$ cat config.mk
export PLATFORM = sky130hd
export DESIGN_NAME = multicycle_ctrl
export DESIGN_NICKNAME = d
export VERILOG_FILES = /design/src/rtl/multicycle_ctrl_pkg.sv /design/src/rtl/multicycle_ctrl_alu_dec.sv /design/src/rtl/multicycle_ctrl.sv
export SDC_FILE = /design/constraint.sdc
export NUM_CORES = 1
export LEC_CHECK = 0
export CELL_PAD_IN_SITES_DETAIL_PLACEMENT = 1
export CELL_PAD_IN_SITES_GLOBAL_PLACEMENT = 1
export CORE_MARGIN = 2
export CORE_UTILIZATION = 29
export CTS_CLUSTER_SIZE = 28
export DETAILED_ROUTE_END_ITERATION = 10
export MAX_ROUTING_LAYER = met4
export PLACE_DENSITY = 0.81
export SKIP_LAST_GASP = 1
export SYNTH_ARGS = -nofsm -noshare
export SYNTH_HDL_FRONTEND = slang
export SYNTH_SLANG_ARGS = --single-unit
$ cat constraint.sdc
create_clock -name clk -period 1.8 [get_ports clk]
set_clock_uncertainty 0.05 [all_clocks]
set_input_delay 0.36 -clock clk [delete_from_list [all_inputs] [get_ports clk]]
set_output_delay 0.36 -clock clk [all_outputs]
set_load 0.1 [all_outputs]
$ cat src/rtl/multicycle_ctrl_pkg.sv
// Shared definitions for the multicycle controller: FSM state encoding,
// opcode/funct constants, ALU operation codes, datapath select encodings
// and the packed control-output bundle driven by the FSM.
package multicycle_ctrl_pkg;

    typedef enum logic [3:0] {
        S_FETCH,
        S_DECODE,
        S_EXEC_R,
        S_EXEC_I,
        S_ADDR,
        S_MEM_RD,
        S_MEM_WR,
        S_WB_ALU,
        S_WB_MEM,
        S_BRANCH,
        S_JUMP
    } state_t;

    // Opcodes
    localparam logic [5:0] OP_RTYPE = 6'h00;
    localparam logic [5:0] OP_J     = 6'h02;
    localparam logic [5:0] OP_BEQ   = 6'h04;
    localparam logic [5:0] OP_ADDI  = 6'h08;
    localparam logic [5:0] OP_LW    = 6'h23;
    localparam logic [5:0] OP_SW    = 6'h2B;

    // R-type funct codes
    localparam logic [5:0] FN_ADD = 6'h20;
    localparam logic [5:0] FN_SUB = 6'h22;
    localparam logic [5:0] FN_AND = 6'h24;
    localparam logic [5:0] FN_OR  = 6'h25;
    localparam logic [5:0] FN_SLT = 6'h2A;

    // ALU operation codes
    localparam logic [3:0] ALU_SEL_AND = 4'h0;
    localparam logic [3:0] ALU_SEL_OR  = 4'h1;
    localparam logic [3:0] ALU_SEL_ADD = 4'h2;
    localparam logic [3:0] ALU_SEL_SUB = 4'h6;
    localparam logic [3:0] ALU_SEL_SLT = 4'h7;

    // Datapath select encodings
    localparam logic       ADDR_PC      = 1'b0;
    localparam logic       ADDR_ALU     = 1'b1;
    localparam logic [1:0] PC_SRC_PLUS4 = 2'd0;
    localparam logic [1:0] PC_SRC_BR    = 2'd1;
    localparam logic [1:0] PC_SRC_JMP   = 2'd2;
    localparam logic       ALU_A_PC     = 1'b0;
    localparam logic       ALU_A_RS     = 1'b1;
    localparam logic [1:0] ALU_B_RT     = 2'd0;
    localparam logic [1:0] ALU_B_FOUR   = 2'd1;
    localparam logic [1:0] ALU_B_IMM    = 2'd2;
    localparam logic [1:0] ALU_B_IMM_SH = 2'd3;
    localparam logic       DST_RT       = 1'b0;
    localparam logic       DST_RD       = 1'b1;
    localparam logic       WB_FROM_ALU  = 1'b0;
    localparam logic       WB_FROM_MEM  = 1'b1;

    // All controller outputs, so reset gating is a single assignment.
    typedef struct packed {
        logic       mem_req;
        logic       mem_wr;
        logic       addr_sel;
        logic       ir_wr_ena;
        logic       pc_wr_ena;
        logic [1:0] pc_src_sel;
        logic       alu_a_sel;
        logic [1:0] alu_b_sel;
        logic [3:0] alu_sel;
        logic       w_reg_ena;
        logic       w_dst_sel;
        logic       wb_sel;
        logic       done;
        logic       illegal;
        logic       mem_err;
    } ctrl_t;

endpackage

$ cat src/rtl/multicycle_ctrl_alu_dec.sv
// ALU decoder: maps an R-type funct field to the ALU operation code and
// flags funct values the controller does not support.
//   func    : funct field of the current instruction
//   alu_sel : ALU operation code (ADD when funct is unsupported)
//   illegal : funct is not one of add/sub/and/or/slt
module multicycle_ctrl_alu_dec
    import multicycle_ctrl_pkg::*;
(
    input  logic [5:0] func,
    output logic [3:0] alu_sel,
    output logic       illegal
);

    always_comb begin
        alu_sel = ALU_SEL_ADD;
        illegal = 1'b0;
        case (func)
            FN_ADD:  alu_sel = ALU_SEL_ADD;
            FN_SUB:  alu_sel = ALU_SEL_SUB;
            FN_AND:  alu_sel = ALU_SEL_AND;
            FN_OR:   alu_sel = ALU_SEL_OR;
            FN_SLT:  alu_sel = ALU_SEL_SLT;
            default: illegal = 1'b1;
        endcase
    end

endmodule

$ cat src/rtl/multicycle_ctrl.sv
// Multicycle CPU controller. Sequences FETCH/DECODE/execute/memory/
// write-back states and drives the datapath selects, write enables and
// memory request. Memory requests time out after TIMEOUT_CYC cycles.
//   clk, rst_n        : clock, synchronous active-low reset
//   W_op, W_func      : opcode / funct from the instruction register
//   W_zero            : ALU zero flag (used in BRANCH)
//   W_mem_ack         : memory completes the pending request
//   R_mem_req/R_mem_wr/R_addr_sel : memory request controls
//   R_ir_wr_ena/R_pc_wr_ena/R_pc_src_sel : IR/PC loads
//   R_alu_a_sel/R_alu_b_sel/R_alu_sel    : ALU operand and operation selects
//   R_w_reg_ena/R_w_dst_sel/R_wb_sel     : register-file write-back
//   R_done/R_illegal/R_mem_err           : one-cycle status pulses
module multicycle_ctrl
    import multicycle_ctrl_pkg::*;
#(
    parameter int unsigned TIMEOUT_CYC = 16
) (
    input  logic       clk,
    input  logic       rst_n,
    input  logic [5:0] W_op,
    input  logic [5:0] W_func,
    input  logic       W_zero,
    input  logic       W_mem_ack,
    output logic       R_mem_req,
    output logic       R_mem_wr,
    output logic       R_addr_sel,
    output logic       R_ir_wr_ena,
    output logic       R_pc_wr_ena,
    output logic [1:0] R_pc_src_sel,
    output logic       R_alu_a_sel,
    output logic [1:0] R_alu_b_sel,
    output logic [3:0] R_alu_sel,
    output logic       R_w_reg_ena,
    output logic       R_w_dst_sel,
    output logic       R_wb_sel,
    output logic       R_done,
    output logic       R_illegal,
    output logic       R_mem_err
);

    localparam logic [7:0] WAIT_LAST = 8'(TIMEOUT_CYC - 1);

    state_t     state, state_nxt;
    logic [7:0] wait_cnt;
    logic       r_type_q;   // remembers the R-type decision for WB_ALU
    logic       timeout;
    logic [3:0] fn_alu_sel;
    logic       fn_illegal;
    ctrl_t      c, c_out;

    multicycle_ctrl_alu_dec u_alu_dec (
        .func    (W_func),
        .alu_sel (fn_alu_sel),
        .illegal (fn_illegal)
    );

    // Ack in the timeout cycle wins, so timeout is qualified by !ack.
    assign timeout = c.mem_req && !W_mem_ack && (wait_cnt == WAIT_LAST);

    always_comb begin
        c         = '0;
        state_nxt = state;
        case (state)
            S_FETCH: begin
                c.mem_req   = 1'b1;
                c.addr_sel  = ADDR_PC;
                c.alu_a_sel = ALU_A_PC;
                c.alu_b_sel = ALU_B_FOUR;
                c.alu_sel   = ALU_SEL_ADD;
                if (W_mem_ack) begin
                    c.ir_wr_ena  = 1'b1;
                    c.pc_wr_ena  = 1'b1;
                    c.pc_src_sel = PC_SRC_PLUS4;
                    state_nxt    = S_DECODE;
                end
                // On timeout the state stays FETCH; the counter restarts.
            end
            S_DECODE: begin
                c.alu_a_sel = ALU_A_PC;
                c.alu_b_sel = ALU_B_IMM_SH;
                c.alu_sel   = ALU_SEL_ADD;
                state_nxt   = S_FETCH;
                case (W_op)
                    OP_RTYPE: begin
                        if (fn_illegal) c.illegal = 1'b1;
                        else            state_nxt = S_EXEC_R;
                    end
                    OP_ADDI:      state_nxt = S_EXEC_I;
                    OP_LW, OP_SW: state_nxt = S_ADDR;
                    OP_BEQ:       state_nxt = S_BRANCH;
                    OP_J:         state_nxt = S_JUMP;
                    default:      c.illegal = 1'b1;
                endcase
            end
            S_EXEC_R: begin
                c.alu_a_sel = ALU_A_RS;
                c.alu_b_sel = ALU_B_RT;
                c.alu_sel   = fn_alu_sel;
                state_nxt   = S_WB_ALU;
            end
            S_EXEC_I: begin
                c.alu_a_sel = ALU_A_RS;
                c.alu_b_sel = ALU_B_IMM;
                c.alu_sel   = ALU_SEL_ADD;
                state_nxt   = S_WB_ALU;
            end
            S_WB_ALU: begin
                c.w_reg_ena = 1'b1;
                c.wb_sel    = WB_FROM_ALU;
                c.w_dst_sel = r_type_q ? DST_RD : DST_RT;
                c.done      = 1'b1;
                state_nxt   = S_FETCH;
            end
            S_ADDR: begin
                c.alu_a_sel = ALU_A_RS;
                c.alu_b_sel = ALU_B_IMM;
                c.alu_sel   = ALU_SEL_ADD;
                state_nxt   = (W_op == OP_SW) ? S_MEM_WR : S_MEM_RD;
            end
            S_MEM_RD: begin
                c.mem_req  = 1'b1;
                c.addr_sel = ADDR_ALU;
                if (W_mem_ack)    state_nxt = S_WB_MEM;
                else if (timeout) state_nxt = S_FETCH;
            end
            S_MEM_WR: begin
                c.mem_req  = 1'b1;
                c.mem_wr   = 1'b1;
                c.addr_sel = ADDR_ALU;
                if (W_mem_ack) begin
                    c.done    = 1'b1;
                    state_nxt = S_FETCH;
                end else if (timeout) begin
                    state_nxt = S_FETCH;
                end
            end
            S_WB_MEM: begin
                c.w_reg_ena = 1'b1;
                c.wb_sel    = WB_FROM_MEM;
                c.w_dst_sel = DST_RT;
                c.done      = 1'b1;
                state_nxt   = S_FETCH;
            end
            S_BRANCH: begin
                c.alu_a_sel  = ALU_A_RS;
                c.alu_b_sel  = ALU_B_RT;
                c.alu_sel    = ALU_SEL_SUB;
                c.pc_wr_ena  = W_zero;
                c.pc_src_sel = PC_SRC_BR;
                c.done       = 1'b1;
                state_nxt    = S_FETCH;
            end
            S_JUMP: begin
                c.pc_wr_ena  = 1'b1;
                c.pc_src_sel = PC_SRC_JMP;
                c.done       = 1'b1;
                state_nxt    = S_FETCH;
            end
            default: state_nxt = S_FETCH;
        endcase
        c.mem_err = timeout;
    end

    // The wait counter only runs while a request is outstanding; any ack,
    // timeout or non-request state leaves it at zero, which also gives the
    // clear-on-entry behaviour for FETCH/MEM_RD/MEM_WR.
    always_ff @(posedge clk) begin
        if (!rst_n) begin
            state    <= S_FETCH;
            wait_cnt <= '0;
            r_type_q <= 1'b0;
        end else begin
            state    <= state_nxt;
            wait_cnt <= (c.mem_req && !W_mem_ack && !timeout) ? wait_cnt + 8'd1 : '0;
            if (state == S_DECODE)
                r_type_q <= (W_op == OP_RTYPE);
        end
    end

    // Every output, including the memory request, is held low during reset.
    assign c_out = rst_n ? c : '0;

    assign R_mem_req    = c_out.mem_req;
    assign R_mem_wr     = c_out.mem_wr;
    assign R_addr_sel   = c_out.addr_sel;
    assign R_ir_wr_ena  = c_out.ir_wr_ena;
    assign R_pc_wr_ena  = c_out.pc_wr_ena;
    assign R_pc_src_sel = c_out.pc_src_sel;
    assign R_alu_a_sel  = c_out.alu_a_sel;
    assign R_alu_b_sel  = c_out.alu_b_sel;
    assign R_alu_sel    = c_out.alu_sel;
    assign R_w_reg_ena  = c_out.w_reg_ena;
    assign R_w_dst_sel  = c_out.w_dst_sel;
    assign R_wb_sel     = c_out.wb_sel;
    assign R_done       = c_out.done;
    assign R_illegal    = c_out.illegal;
    assign R_mem_err    = c_out.mem_err;

endmodule

==> results of run 1 <==
[synth_stat cells (all sizes together) (2+ instances only)]
library cell / count
nor2: 24
nand2: 14
dfxtp: 13
clkbuf: 12
a21oi: 11
xnor2: 8
nor3: 6
nand2b: 5
a31oi: 4
and2: 4
buf: 4
nand4: 4
o21ai: 4
or2: 4
or3: 4
a21boi: 3
inv: 3
nand3: 3
nand3b: 3
nor2b: 3
or4b: 3
and3: 2
nor4: 2
o211ai: 2
o21a: 2
o31ai: 2
or4: 2
xor2: 2
[per-stage QoR]
stage          setup TNS (ns)  instance area [sq um]   util  hold WS, ns  setup WS (ns)
2_1_floorplan           -3.24                   1450      -        0.367         -0.586
3_3_place_gp            -7.39                   2260  0.604        0.378         -0.592
4_1_cts                 -3.33                   2700  0.722        0.405         -0.331
3_5_place_dp            -8.76                   2260  0.604        0.397         -0.679
[what timing repair did]
action	4_1_cts
buffers inserted	16
setup endpoints to repair	25
cloned	1
pin swaps	39
resized for setup	96
[cell families after synthesis]
logic type,share of synthesized area
AO/OA/AOI/OAI,0.185
XOR/XNOR,0.0761
adder cells (fa/ha/maj),0.0196
buffers and inverters,0.0739
flip-flops,0.226
other,0.00326
AND/OR/NAND/NOR,0.416
==> results.md, run 1 <==
- Initial Utilization: 0.307
- CTS sink cnt: 13
- GRT worst endpoint: R_alu_sel[2]
- Status: stopped before the end
- Err: [ERROR DPL-0033] detailed placement checks failed during check placement.
- DP Cell Count: around 280
- Cells after Synth: 166
- Syn avg cell area: ~6.9 sq um
- Largest net degree at the start of global routing: 9
- Hold buffer count at CTS: 0
- Synth Cell Area: ~1200 sq um
- # port buffers: 34
- Fail Step: global routing (5_1_grt)
- Unique masters post-synth: 45
- EDFF count, synth: 0
- Fraction of registers with async set/reset: 0
- Sequential-to-total area share from yosys stat: 0.226
- Clock buffer depth: 2
- Total CTS buffers: 3
- Worst endpoint pin kind: output port
- CTS root buf: clkbuf_8
- Synth warnings: 0
- Chip Height: around 67 um
- Initial antenna violation count: 0
- Die W: around 67 um
- Synth Register Bits: 13
- Ranking of synthesized cells by area: dfxtp_1 (23%), nor2_1 (7.8%), xnor2_1 (6.1%), a21oi_1 (4.8%), nand2_1 (4.6%)
- Syn Nets: 183
- Detailed placement HPWL: 4500 um
- Dominant cell type by area after synthesis: dfxtp_1
- Top cell type's share of synthesized area: 0.226
- GP Congestion: 0.798
- IO Pins: 36
- Depth of the CTS H-tree: 1
- Synth Flop Type: dfxtp_1
- Site row count: 22
==> inputs of run 2 (changes only) <==
- CELL_PAD_IN_SITES_DETAIL_PLACEMENT: 1 -> default
- CELL_PAD_IN_SITES_GLOBAL_PLACEMENT: 1 -> default
- CORE_UTILIZATION: 29 -> 25
- CTS_CLUSTER_SIZE: 28 -> default
- MAX_ROUTING_LAYER: met4 -> default
- PLACE_DENSITY: 0.81 -> default
- PLACE_DENSITY_LB_ADDON: default -> 0.15
- clock period: 1.8 -> 2.3 ns (I/O delays scaled with it)
==> results.md, run 2 <==
- DP Area: 2080 sq um (-7.9%)
- Fraction of registers with async set/reset: 0 (unchanged)
- Max Cap Viol: 0
- Top reg by flops: wait_cnt
- Utilization after layout: 0.505
- CTS sink cnt: 13 (unchanged)
- Die ar.: 5160 sq um
- Syn avg cell area: 6.93 sq um (unchanged)
- Synth Flop Type: dfxtp_1
- Vias in the first global route: about 1400
- Layout area overhead: 92.3%
- Final WS setup: slightly above 0.03 ns
- Gr usage total: 0.152
- Hold_sp: wait_cnt[0]
- Share of layout cells above drive strength 1: 0.487
- Worst reg2reg path depth: 5
- Ranking of synthesized cells by area: dfxtp_1 (23%), nor2_1 (7.8%), xnor2_1 (6.1%), a21oi_1 (4.8%), nand2_1 (4.6%)
- Total gr overflow: 0
- TNS Setup: 0 ns
- Reg2reg start: state[1]
- Static leakage: 0.857 nW
- Clk pwr share: 0.274
- Dominant cell type by area after synthesis: dfxtp_1
- Clock buffer depth: 2 (unchanged)
- Sequential Power Share: 0.323
- Synth Register Bits: 13 (unchanged)
- Syn Nets: 183 (unchanged)
- Final ANT Viol Nets: 0
- Vias per cell: between 4 and 5
- Slowest cell on the critical path: or4b_4
- # DRC: 0
- Depth of the CTS H-tree: 1 (unchanged)
- Diodes inserted: 0
- Power Internal: between 400 and 500 uW
- Highest cell delay on the worst timing path: between 0.4 and 0.5 ns
- CP required: about 1.8 ns
- Vias: approximately 1400
- Filler Cell Count: 410
- P_sw: 252 uW
- Comb power frac: 0.403
- WS Path Type: input pin to output pin
- CP arrival: 1.76 ns
- Final Hold Viols: 0
- Largest net degree at the start of global routing: 14
- Routed WL: about 3700 um
- Post-DR wirelength/cell: 13.4 um
- Fmax achieved: about 440 MHz
- Critical path, cell by cell: dlygate4sd2_1 -> or4b_4 -> a21boi_2 -> and4b_2 -> buf_12
- PwrDens: approximately 330 nW/um^2
- CTS tree: built
- CTS root buf: clkbuf_8
- Most common cell after layout, fill and taps aside: buf_4
- Synth Cell Area: 1150 sq um (unchanged)
- Drt pass-1 iters: 4
- CP Launch Point: W_op[5]
- First-pass GRT wire length: 6420 um
- Iter 0 DRT Violations: 46
- Design Area, Final: roughly 2200 sq um
- Top cell type's share of synthesized area: 0.226 (unchanged)
- RSZ-0062 raised after global routing: yes
- Hold Path Class: flop to flop
- Count leader, synth: nor2_1
- Pwr Total: between 700 and 800 uW
- VDD IR max: 186 uV
- Initial antenna violation count: 0
- Critical Path Sink Type: output pin
- Die W: 71.9 um (+7.2%)
- Detailed placement HPWL: 2910 um (-35%)
- Largest register FFs: 8
- Crit path max fanout: 3
- Site row count: 24 (+9.1%)
- Initial Utilization: 0.263 (-0.0449)
- Hold Path Cell Cnt: 1
- Synth top cells by count: nor2_1 (24), nand2_1 (14), dfxtp_1 (13)
- CTS clk-pin slew, worst paths: approximately 0.060 ns
- EDFF count, synth: 0 (unchanged)
- Most frequent cells in the layout: buf_4 (32), buf_12 (19), nor2_1 (17)
- IO Pins: 36 (unchanged)
- Sequential-to-total area share from yosys stat: 0.226 (unchanged)
- Chip Height: 71.9 um (+7.2%)
- Count of final setup violators: 0
- Cells after Synth: 166 (unchanged)
- Unique masters post-synth: 45 (unchanged)
- Fin nets: 242
- CP startpoint kind: input pin
- Pins Over Slew Limit: 0
- GP Congestion: 0.780 (-2.2%)
- Status: finished, final reports clean
- # port buffers: 34 (unchanged)
- Synth warnings: 0 (unchanged)
- Core area: about 4400 sq um
- Total CTS buffers: 3 (unchanged)
- Clk Latency, worst-skew pair: between 0.2 and 0.25 ns
- Switching share of power: 0.343
- Top flop regs: wait_cnt (8), state (4), r_type_q (1)
- Fin crit share: 0.987
- Pre-CTS setup slack: -0.414 ns (+0.266 ns)
- Minimum clock period: between 2 and 2.5 ns
## run 2: cell counts after synthesis
No cell type changed its count.
## run 2: routing by layer
metal  wire length [um]  global-route usage  part of all wire
met5                  0                   0                 0
met4                 19              0.0314            0.0051
met3                154              0.0267             0.042
met2               1860               0.258              0.50
met1               1660               0.203              0.45
## run 2: cell families after synthesis
logic type | share of synthesized area
simple gates | 0.416
compound gates | 0.185
buf+inv | 0.0739
flops | 0.226
xor+xnor | 0.0761
fa+ha+maj | 0.0196
other cells | 0.00326
## run 2: final cells by class
class                   count  area, sq um  share of cell area
inverters                   3         11.3             0.00509
multi-input cells         134         1050               0.473
clock buffers               4         45.0              0.0204
repair buffers             70          778               0.352
well taps                  52         65.1              0.0294
flip-flops and latches     13          267               0.120
## run 2: power by group through the flow
stage	Clock, mW	Combinational [mW]	Sequential (mW)
finish	0.201	0.296	0.237
floorplan	0	0.174	0.236
detailed placement	0	0.285	0.241
CTS	0.203	0.297	0.237
global placement	0	0.281	0.241
global route	0.218	0.313	0.238
## run 2: worst paths after layout
check	end	slack (ns)
min	wait_cnt[0]	0.40
max reg2reg	state[0]	0.31
max	R_illegal	0.03
min reg2reg	wait_cnt[0]	0.40
## run 2: critical path, delay by kind of cell
family          cells  cell delay (ns)
compound gates      1             0.14
buf+inv             2             0.42
simple gates        2             0.73
## run 2: timing repair
action | CTS | global route
hold buffers | 0 | 0
resized for setup | 42 | 18
pin swaps | 9 | 8
setup buffers | 2 | 1
endpoints found under the setup margin | 7 | 7
## run 2: per-stage QoR
step	hold slack, ns	std cells
finish	0.396	276
global route	0.434	276
CTS	0.404	277
detailed placement	0.391	271
global placement	0.380	271
floorplan	0.368	166
(Power assumes the default switching activity.)
